==> config.mk <==
export PLATFORM = sky130hd
export DESIGN_NAME = ir_packet_tx
export DESIGN_NICKNAME = d
export VERILOG_FILES = /design/src/rtl/ir_packet_tx.sv
export SDC_FILE = /design/constraint.sdc
export NUM_CORES = 1
export LEC_CHECK = 0
export CAP_MARGIN = 20
export CORE_AREA = 5 5 66 68
export DETAILED_ROUTE_END_ITERATION = 8
export DIE_AREA = 0 0 71 73
export GPL_TIMING_DRIVEN = 1
export PLACE_DENSITY = 0.67
export SLEW_MARGIN = 20
export SYNTH_ARGS = -nofsm -noshare
export SYNTH_HDL_FRONTEND = slang
export SYNTH_SLANG_ARGS = --single-unit
==> constraint.sdc <==
create_clock -name CLK -period 3 [get_ports CLK]
set_input_delay 0.45 -clock CLK [delete_from_list [all_inputs] [get_ports CLK]]
set_output_delay 0.45 -clock CLK [all_outputs]
set_load 0.02 [all_outputs]
==> src/rtl/ir_packet_tx.sv <==
// IR car-control packet transmitter: start burst, gap, car-select burst, gap,
// then one carrier burst plus gap per command bit, bit 0 first.
//
// state | meaning
// IDLE  | waiting for SEND_PACKET; COMMAND latched on acceptance
// ARM   | packet accepted, waiting for the carrier phase to wrap
// SEND  | walking the burst/gap segments, one period count per carrier wrap
module ir_packet_tx #(
   parameter int CARRIER_DIV    = 2500,
   parameter int START_BURST    = 88,
   parameter int SELECT_BURST   = 22,
   parameter int GAP            = 40,
   parameter int ASSERT_BURST   = 44,
   parameter int DEASSERT_BURST = 22,
   parameter int NUM_CMD        = 4
) (
   input  logic               CLK,
   input  logic               RESET,
   input  logic               SEND_PACKET,
   input  logic [NUM_CMD-1:0] COMMAND,
   output logic               BUSY,
   output logic               DONE,
   output logic               IR_LED
);

   localparam int PC_W     = $clog2(CARRIER_DIV);
   localparam int LAST_SEG = 3 + 2 * NUM_CMD;
   localparam int SEG_W    = $clog2(LAST_SEG + 1);
   localparam int MAX_A    = (START_BURST > SELECT_BURST) ? START_BURST : SELECT_BURST;
   localparam int MAX_B    = (ASSERT_BURST > DEASSERT_BURST) ? ASSERT_BURST : DEASSERT_BURST;
   localparam int MAX_C    = (MAX_A > MAX_B) ? MAX_A : MAX_B;
   localparam int MAX_LEN  = (MAX_C > GAP) ? MAX_C : GAP;
   localparam int LEN_W    = $clog2(MAX_LEN) + 1;

   typedef enum logic [1:0] {
      ST_IDLE = 2'd0,
      ST_ARM  = 2'd1,
      ST_SEND = 2'd2
   } state_t;

   state_t             r_state;
   logic [PC_W-1:0]    r_pc;
   logic [SEG_W-1:0]   r_seg;
   logic [LEN_W-1:0]   r_per;
   logic [NUM_CMD-1:0] r_cmd;

   logic               w_pc_wrap;
   logic               w_carrier;
   logic [SEG_W-1:0]   w_bit_off;
   logic               w_bit_val;
   logic [LEN_W-1:0]   w_seg_last;

   assign w_pc_wrap = (r_pc == PC_W'(CARRIER_DIV - 1));
   assign w_carrier = (r_pc < PC_W'(CARRIER_DIV / 2));

   // Command bit i is carried by burst segment 4+2i.
   assign w_bit_off = (r_seg - SEG_W'(4)) >> 1;

   always_comb begin
      w_bit_val = 1'b0;
      for (int i = 0; i < NUM_CMD; i++) begin
         if (w_bit_off == SEG_W'(i)) begin
            w_bit_val = r_cmd[i];
         end
      end
   end

   always_comb begin
      w_seg_last = LEN_W'(GAP - 1);
      if (!r_seg[0]) begin
         if (r_seg == SEG_W'(0)) begin
            w_seg_last = LEN_W'(START_BURST - 1);
         end else if (r_seg == SEG_W'(2)) begin
            w_seg_last = LEN_W'(SELECT_BURST - 1);
         end else if (w_bit_val) begin
            w_seg_last = LEN_W'(ASSERT_BURST - 1);
         end else begin
            w_seg_last = LEN_W'(DEASSERT_BURST - 1);
         end
      end
   end

   always_ff @(posedge CLK) begin
      if (RESET) begin
         r_state <= ST_IDLE;
         r_pc    <= '0;
         r_seg   <= '0;
         r_per   <= '0;
         r_cmd   <= '0;
         BUSY    <= 1'b0;
         DONE    <= 1'b0;
         IR_LED  <= 1'b0;
      end else begin
         r_pc   <= w_pc_wrap ? '0 : r_pc + PC_W'(1);
         DONE   <= 1'b0;
         IR_LED <= (r_state == ST_SEND) && !r_seg[0] && w_carrier;

         case (r_state)
            ST_IDLE: begin
               if (SEND_PACKET) begin
                  r_cmd   <= COMMAND;
                  r_seg   <= '0;
                  r_per   <= '0;
                  r_state <= ST_ARM;
                  BUSY    <= 1'b1;
               end
            end

            // Waiting for the wrap makes segment 0 start exactly at pc == 0.
            ST_ARM: begin
               if (w_pc_wrap) begin
                  r_seg   <= '0;
                  r_per   <= '0;
                  r_state <= ST_SEND;
               end
            end

            ST_SEND: begin
               if (w_pc_wrap) begin
                  if (r_per == w_seg_last) begin
                     r_per <= '0;
                     if (r_seg == SEG_W'(LAST_SEG)) begin
                        r_seg   <= '0;
                        r_state <= ST_IDLE;
                        BUSY    <= 1'b0;
                        DONE    <= 1'b1;
                     end else begin
                        r_seg <= r_seg + SEG_W'(1);
                     end
                  end else begin
                     r_per <= r_per + LEN_W'(1);
                  end
               end
            end

            default: r_state <= ST_IDLE;
         endcase
      end
   end

endmodule

==> results of run 1 <==
[flip-flops by register name, summed over array words and instances (netlist names)]
register and cells:
BUSY 1, DONE 1, IR_LED 1, r_cmd 4, r_pc 12, r_per 8
r_seg 4, r_state 2
[logic make-up after synthesis]
| group | share of synthesized area [%] |
|---|---|
| AOI/OAI and AO/OA | 19.3 |
| xor gates and xnor gates | 4.90 |
| adders and majority gates | 4.89 |
| buffers and inverters | 2.87 |
| DFF | 36.9 |
| muxes | 3.92 |
| and+or+nand+nor | 27.2 |
[layout make-up]
cell class | instances | area [um^2] | share of cell area (%)
Sequential cell | 33 | 661 | 32.1
Clock inverter | 1 | 30.0 | 1.46
Clock buffer | 7 | 86.3 | 4.20
Timing Repair Buffer | 12 | 113 | 5.48
Inverter | 7 | 26.3 | 1.28
Multi-Input combinational cell | 161 | 1080 | 52.4
Tap cell | 50 | 62.6 | 3.04
[synthesized netlist by cell type, types with 2 or more instances]
master and instances:
sky130_fd_sc_hd__a211o_1 3, sky130_fd_sc_hd__a21oi_1 5, sky130_fd_sc_hd__a31o_2 6, sky130_fd_sc_hd__a31oi_1 2
sky130_fd_sc_hd__a32o_1 7, sky130_fd_sc_hd__and2_1 2, sky130_fd_sc_hd__and3_1 4, sky130_fd_sc_hd__and4_1 2
sky130_fd_sc_hd__and4b_1 2, sky130_fd_sc_hd__buf_2 2, sky130_fd_sc_hd__clkbuf_1 4, sky130_fd_sc_hd__dfxtp_1 33
sky130_fd_sc_hd__ha_1 7, sky130_fd_sc_hd__inv_1 7, sky130_fd_sc_hd__mux2i_1 7, sky130_fd_sc_hd__nand2_1 12
sky130_fd_sc_hd__nand2b_1 3, sky130_fd_sc_hd__nand3_1 13, sky130_fd_sc_hd__nand4_1 5, sky130_fd_sc_hd__nor2_1 32
sky130_fd_sc_hd__nor2b_1 5, sky130_fd_sc_hd__nor3_1 4, sky130_fd_sc_hd__o21ai_0 7, sky130_fd_sc_hd__o22ai_1 2
sky130_fd_sc_hd__or2_2 2, sky130_fd_sc_hd__or4_1 2, sky130_fd_sc_hd__xnor2_1 3, sky130_fd_sc_hd__xor2_1 7
[per-stage QoR]
stage / instances / total power [W] / setup slack [ps] / hold slack, ps / area, um^2
global placement: 263 / 0.000522 / 476 / 448 / 1940
finish: 271 / 0.000942 / 471 / 465 / 2060
global route: 271 / 0.000977 / 219 / 511 / 2060
detailed placement: 263 / 0.000522 / 491 / 452 / 1940
floorplan: 207 / 0.000500 / 782 / 426 / 1790
CTS: 271 / 0.000953 / 480 / 468 / 2060
[layer usage]
layer	up-vias	global-route usage (%)	share of wire [%]	wire, um
met5	-	0	0	0
met4	0	7.72	2.2	80
met3	10	3.03	3.7	133
met2	27	23.6	42	1530
met1	691	20.6	52	1860
li1	787	-	-	-
[path summary, 6_finish.rpt]
| check | startpoint | end | cells after the start |
|---|---|---|---|
| hold reg to reg | r_pc[0] | r_pc[0] | 1 |
| hold / removal | r_pc[0] | r_pc[0] | 1 |
| setup / recovery | r_seg[0] | r_seg[3] | 8 |
| setup reg to reg | r_seg[0] | r_seg[3] | 8 |
[power groups by stage]
stage / clock network, W / registers [W] / logic, W
2_1_floorplan: 0 / 0.000464 / 0.0000363
3_3_place_gp: 0 / 0.000464 / 0.0000573
3_5_place_dp: 0 / 0.000464 / 0.0000574
6_report: 0.000430 / 0.000455 / 0.0000570
5_1_grt: 0.000458 / 0.000456 / 0.0000640
4_1_cts: 0.000441 / 0.000454 / 0.0000576
==> metrics.cfg, run 1 <==
[sta]
achievable-frequency_mhz=395
tightestPinTransition_ps=484
setup-tns-final_ps=0
timing.final.max_slew_violations=0
min_period_over_period_pct=84.3
worst_slew_margin_rel_pct=67.6
finalSetupViolCount=0
rsz0062_at_grt=no
finalWorstPathRequiredPeriod_ps=2530
fin_worst_skew_ps=4.08
finalHoldViolations=0

[synth]
avgSynthCellArea_um2=8.64
postSynth.asyncResetShare_pct=0
synth.ff_latch_count=33
synth_warnings=0
post-synth-top-area-fraction_pct=36.9
net_count_after_synthesis=221
synth.area.top_cells=sky130_fd_sc_hd__dfxtp_1 (37%), sky130_fd_sc_hd__nor2_1 (6.7%), sky130_fd_sc_hd__ha_1 (4.9%)
synth_area_mm2=0.00179
most_instantiated_flip_flop_cell_in_the_synthesis_netlist=sky130_fd_sc_hd__dfxtp_1
synth_area_leader_cell=sky130_fd_sc_hd__dfxtp_1
synthCells=207
post_synth_num_cell_types=45
synth_seq_area_share_pct=36.9
synth_enable_flop_cells=0

[grt]
grt_start_max_net_pins=14
grt_pass1_vias=1426
grt_remaining_overflow=0
global_route.usage.total_pct=15.4
grt_pass1_wl_um=6380
antenna_found_initial=0

[routing]
dr.pass1.iters=4
detailedRoute.firstIterationViolations=125
drt-total-wl_um=3600
route.vias.total=1515
drc_errors=0
routed_wire_length_per_instance_um=13.3
drt.antenna.violating_nets=0
via_cell_ratio=5.59

[floorplan]
placement_rows=23
die_area_mm2=0.00518
floorplan.die.width_um=71
core_region_area_mm2=0.00380
num_io_pins=10
die_h_um=73
floorplan.initialDensity_pct=47.1

[pwr]
p_per_area_mw_per_mm2=458
leakagePower_nw=0.767
clockPowerShare_pct=45.7
seq_power_share_pct=48.3
power_frac_comb_pct=6.1
max_vdd_drop_v=0.000211
internal_power_w=0.000747
switching_share_pct=20.7
p_sw_w=0.000195

[setup_path]
worstPathCellList=inv_1 -> ha_1 -> a21oi_1 -> nand4b_1 -> a32oi_2 -> o2111ai_2 -> or4_1 -> a31oi_1
critical_path.top_delay_family=compound AO/OA/AOI/OAI gates
crit_path_start_kind=flip-flop
critical_path_arrival_ps=2740
cp.buffers_inverters=1
worstSetupEndpointType=flip-flop
setup_cp_type=reg2reg
critical_path_required_ps=3210
slowest_stage=sky130_fd_sc_hd__dfxtp_1
timing.critical_path.fanout_max=11
critical-path-max-stage-delay_ps=540
ff2ff_setup_slack_ps=470

[flow_run]
timing.max_cap.violations=0

[clock_tree]
clkTransAtPathRegs_ps=60
worstSkewPairLatency_ps=280
cts.repair.resized=0
cts.sinks=33
cts_setup_buffers=0
clock_tree.buffer_depth=2
clockRootBuffer=sky130_fd_sc_hd__clkbuf_8
cts_max_level=2
tritoncts.num_buffers=5
cts.hold.buffers_added=0
tritoncts=yes

[final_layout]
diodes=0
most_common_library_cell_in_the_layout_ignoring_fill_and_taps=sky130_fd_sc_hd__dfxtp_1
most-common-layout-cells=sky130_fd_sc_hd__dfxtp_1 (33), sky130_fd_sc_hd__nor2_1 (32), sky130_fd_sc_hd__nand3_1 (13)
flow.area_growth_from_synthesis_pct=14.9
finish.net_count=234
drive_gt1_share_pct=11.3
post-route-util_pct=54.1
nFillCells=370

[place]
port-buffer-count=9
routabilityCongestion=0.874
detailed_place_hpwl_um=2720

[outcome]
outcome=completed

[worst_hold_path]
worstHoldPathType=reg2reg

Power figures use the tool's default switching activity.
==> run 2: changes to the inputs <==
==> constraint.sdc (replaced) <==
create_clock -name CLK -period 2.5 [get_ports CLK]
set_input_delay 0.375 -clock CLK [delete_from_list [all_inputs] [get_ports CLK]]
set_output_delay 0.375 -clock CLK [all_outputs]
set_load 0.02 [all_outputs]
==> run 2 against run 1 <==
Against the previous run: cell count rose by 1.5%; clock skew decreased by 2.2 ps; critical path depth unchanged; utilization grew 0.30 points; fmax up 10%; register-to-register slack got worse by 270 ps; global-route usage is 0.80 points higher; via count up 0.46%; highest routed layer unchanged; critical path type unchanged; count of clock-buffer cells in the layout is the same.
==> metrics.cfg, run 2 (synthesis results as in run 1) <==
[final_layout]
registers.top_by_ff_count=r_pc  ; unchanged
diodes=0  ; unchanged
post-route-util_pct=54.4  ; was 54.1%
flow.area_growth_from_synthesis_pct=15.5  ; was 14.9%
largest_registers=r_pc: 12 flops, r_per: 8 flops  ; unchanged
drive_gt1_share_pct=13.3  ; was 11.3%
largest_reg_flops=12  ; unchanged
most_common_library_cell_in_the_layout_ignoring_fill_and_taps=sky130_fd_sc_hd__dfxtp_1  ; unchanged
fin_cells=275  ; was 271
most-common-layout-cells=sky130_fd_sc_hd__dfxtp_1 (33), sky130_fd_sc_hd__nor2_1 (32), sky130_fd_sc_hd__nand3_1 (13)  ; unchanged
nFillCells=354  ; was 370
finish.net_count=239  ; was 234

[sta]
finalWorstPathRequiredPeriod_ps=2300  ; was 2530 ps
worst_slew_margin_rel_pct=65.0  ; was 67.6%
min_period_over_period_pct=92.0  ; was 84.3%
rsz0062_at_grt=no  ; unchanged
setup-tns-final_ps=0  ; unchanged
timing.final.max_slew_violations=0  ; unchanged
finalHoldViolations=0  ; unchanged
tightestPinTransition_ps=521  ; was 484 ps
layout_setup_ws_ps=201  ; was 471 ps
achievable-frequency_mhz=435  ; was 395 MHz
finalSetupViolCount=0  ; unchanged
fin_worst_skew_ps=1.91  ; was 4.08 ps

[routing]
route.vias.total=1522  ; was 1,515
drt-total-wl_um=3750  ; was 3600 um
routed_wire_length_per_instance_um=13.6  ; was 13.3 um
via_cell_ratio=5.53  ; was 5.59
detailedRoute.firstIterationViolations=101  ; was 125
drc_errors=0  ; unchanged
dr.pass1.iters=4  ; unchanged
drt.antenna.violating_nets=0  ; unchanged

[outcome]
outcome=completed  ; unchanged

[worst_hold_path]
min_delay_path_depth=1  ; unchanged
worstHoldPathType=reg2reg  ; unchanged

[floorplan]
placement_rows=23  ; unchanged
die_h_um=73  ; unchanged
floorplan.die.width_um=71  ; unchanged
num_io_pins=10  ; unchanged
die_area_mm2=0.00518  ; unchanged
core_region_area_mm2=0.00380  ; unchanged
floorplan.initialDensity_pct=47.1  ; unchanged

[pwr]
p_per_area_mw_per_mm2=490  ; was 458 mW/mm^2
max_vdd_drop_v=0.000238  ; was 0.000211 V
leakagePower_nw=0.779  ; was 0.767 nW

[flow_run]
timing.max_cap.violations=0  ; unchanged

[clock_tree]
cts_max_level=2  ; unchanged
tritoncts.num_buffers=5  ; unchanged
clockRootBuffer=sky130_fd_sc_hd__clkbuf_8  ; unchanged
worstSkewPairLatency_ps=280  ; about the same
cts.hold.buffers_added=0  ; unchanged
cts_setup_buffers=0  ; unchanged
cts.repair.resized=0  ; unchanged
tritoncts=yes  ; unchanged
cts.sinks=33  ; unchanged
clock_tree.buffer_depth=2  ; unchanged
clkTransAtPathRegs_ps=60  ; about the same

[grt]
antenna_found_initial=0  ; unchanged
grt_pass1_wl_um=6700  ; was 6380 um
grt_start_max_net_pins=17  ; was 14
grt_remaining_overflow=0  ; unchanged
global_route.usage.total_pct=16.2  ; was 15.4%
grt_pass1_vias=1450  ; was 1,426

[setup_path]
timing.critical_path.fanout_max=5  ; was 11
critical_path_required_ps=2710  ; was 3210 ps
setup_cp_type=reg2reg  ; unchanged
slowest_stage=sky130_fd_sc_hd__or4_1  ; was sky130_fd_sc_hd__dfxtp_1
worstSetupEndpointType=flip-flop  ; unchanged
critical-path-max-stage-delay_ps=500  ; was 540 ps
crit_path_start_kind=flip-flop  ; unchanged
critical_path_arrival_ps=2510  ; was 2740 ps
timing.reg2reg.worst_path_depth=8  ; unchanged
worstPathCellList=inv_1 -> ha_1 -> nand2_1 -> a211o_1 -> a32oi_2 -> o2111ai_2 -> or4_1 -> a31oi_1  ; was inv_1 -> ha_1 -> a21oi_1 -> nand4b_1 -> a32oi_2 -> o2111ai_2 -> or4_1 -> a31oi_1

[place]
detailed_place_hpwl_um=2830  ; was 2720 um
dp_cells=268  ; was 263
routabilityCongestion=0.821  ; was 0.874
port-buffer-count=9  ; unchanged
dp_slack_ps=239  ; was 491 ps

## run 2: critical path, delay by kind of cell (launching register included)
kind	cells	cell delay [ps]
adder cells (fa/ha/maj)	1	290
AO/OA/AOI/OAI	4	910
buffers and inverters	1	60
flip-flops	1	400
AND/OR/NAND/NOR	2	570
## run 2: worst paths after layout
check	from	to	slack [ps]
max	r_seg[3]	r_seg[3]	200
max reg2reg	r_seg[3]	r_seg[3]	200
min reg2reg	r_pc[0]	r_pc[0]	470
min	r_pc[0]	r_pc[0]	470
## run 2: area by class of cell
cell class / count / area (um^2) / share of cell area, %
multi-input combinational: 161 / 1080 / 52.3
inverter: 7 / 26.3 / 1.27
clock buffer: 7 / 86.3 / 4.18
sequential: 33 / 661 / 32.0
tap: 50 / 62.6 / 3.03
timing repair buffer: 17 / 150 / 7.26
## run 2: through the flow
stage	hold slack, ps	total power [W]	cell area, um^2
2_1_floorplan	426	0.000600	1790
3_3_place_gp	445	0.000626	1980
3_5_place_dp	458	0.000626	1980
4_1_cts	472	0.00103	2060
5_1_grt	511	0.00105	2070
6_report	472	0.00101	2070
## run 2: metal layers
metal	vias to the layer above	wire, um	track usage (%)
met3	6	160	2.89
met4	0	61	9.19
met1	696	1950	23.0
li1	796	-	-
met2	24	1580	22.9
met5	-	0	0
## run 2: report_power, final
| group | leakage [nW] | internal, W | switching [W] |
|---|---|---|---|
| Sequential | 0.268 | 0.000537 | 0.00000811 |
| Combinational | 0.467 | 0.0000351 | 0.0000347 |
| Clock | 0.0443 | 0.000218 | 0.000181 |
| Total | 0.779 | 0.000790 | 0.000223 |
==> run 3: changes to the inputs <==
--- a/config.mk
+++ b/config.mk
@@ -10,6 +10,7 @@
 export DETAILED_ROUTE_END_ITERATION = 8
 export DIE_AREA = 0 0 71 73
 export GPL_TIMING_DRIVEN = 1
+export HOLD_SLACK_MARGIN = 0.15
 export PLACE_DENSITY = 0.67
 export SLEW_MARGIN = 20
 export SYNTH_ARGS = -nofsm -noshare
==> results of run 3 <==
The final DEF is identical to that of run 2; final timing and power are the same.
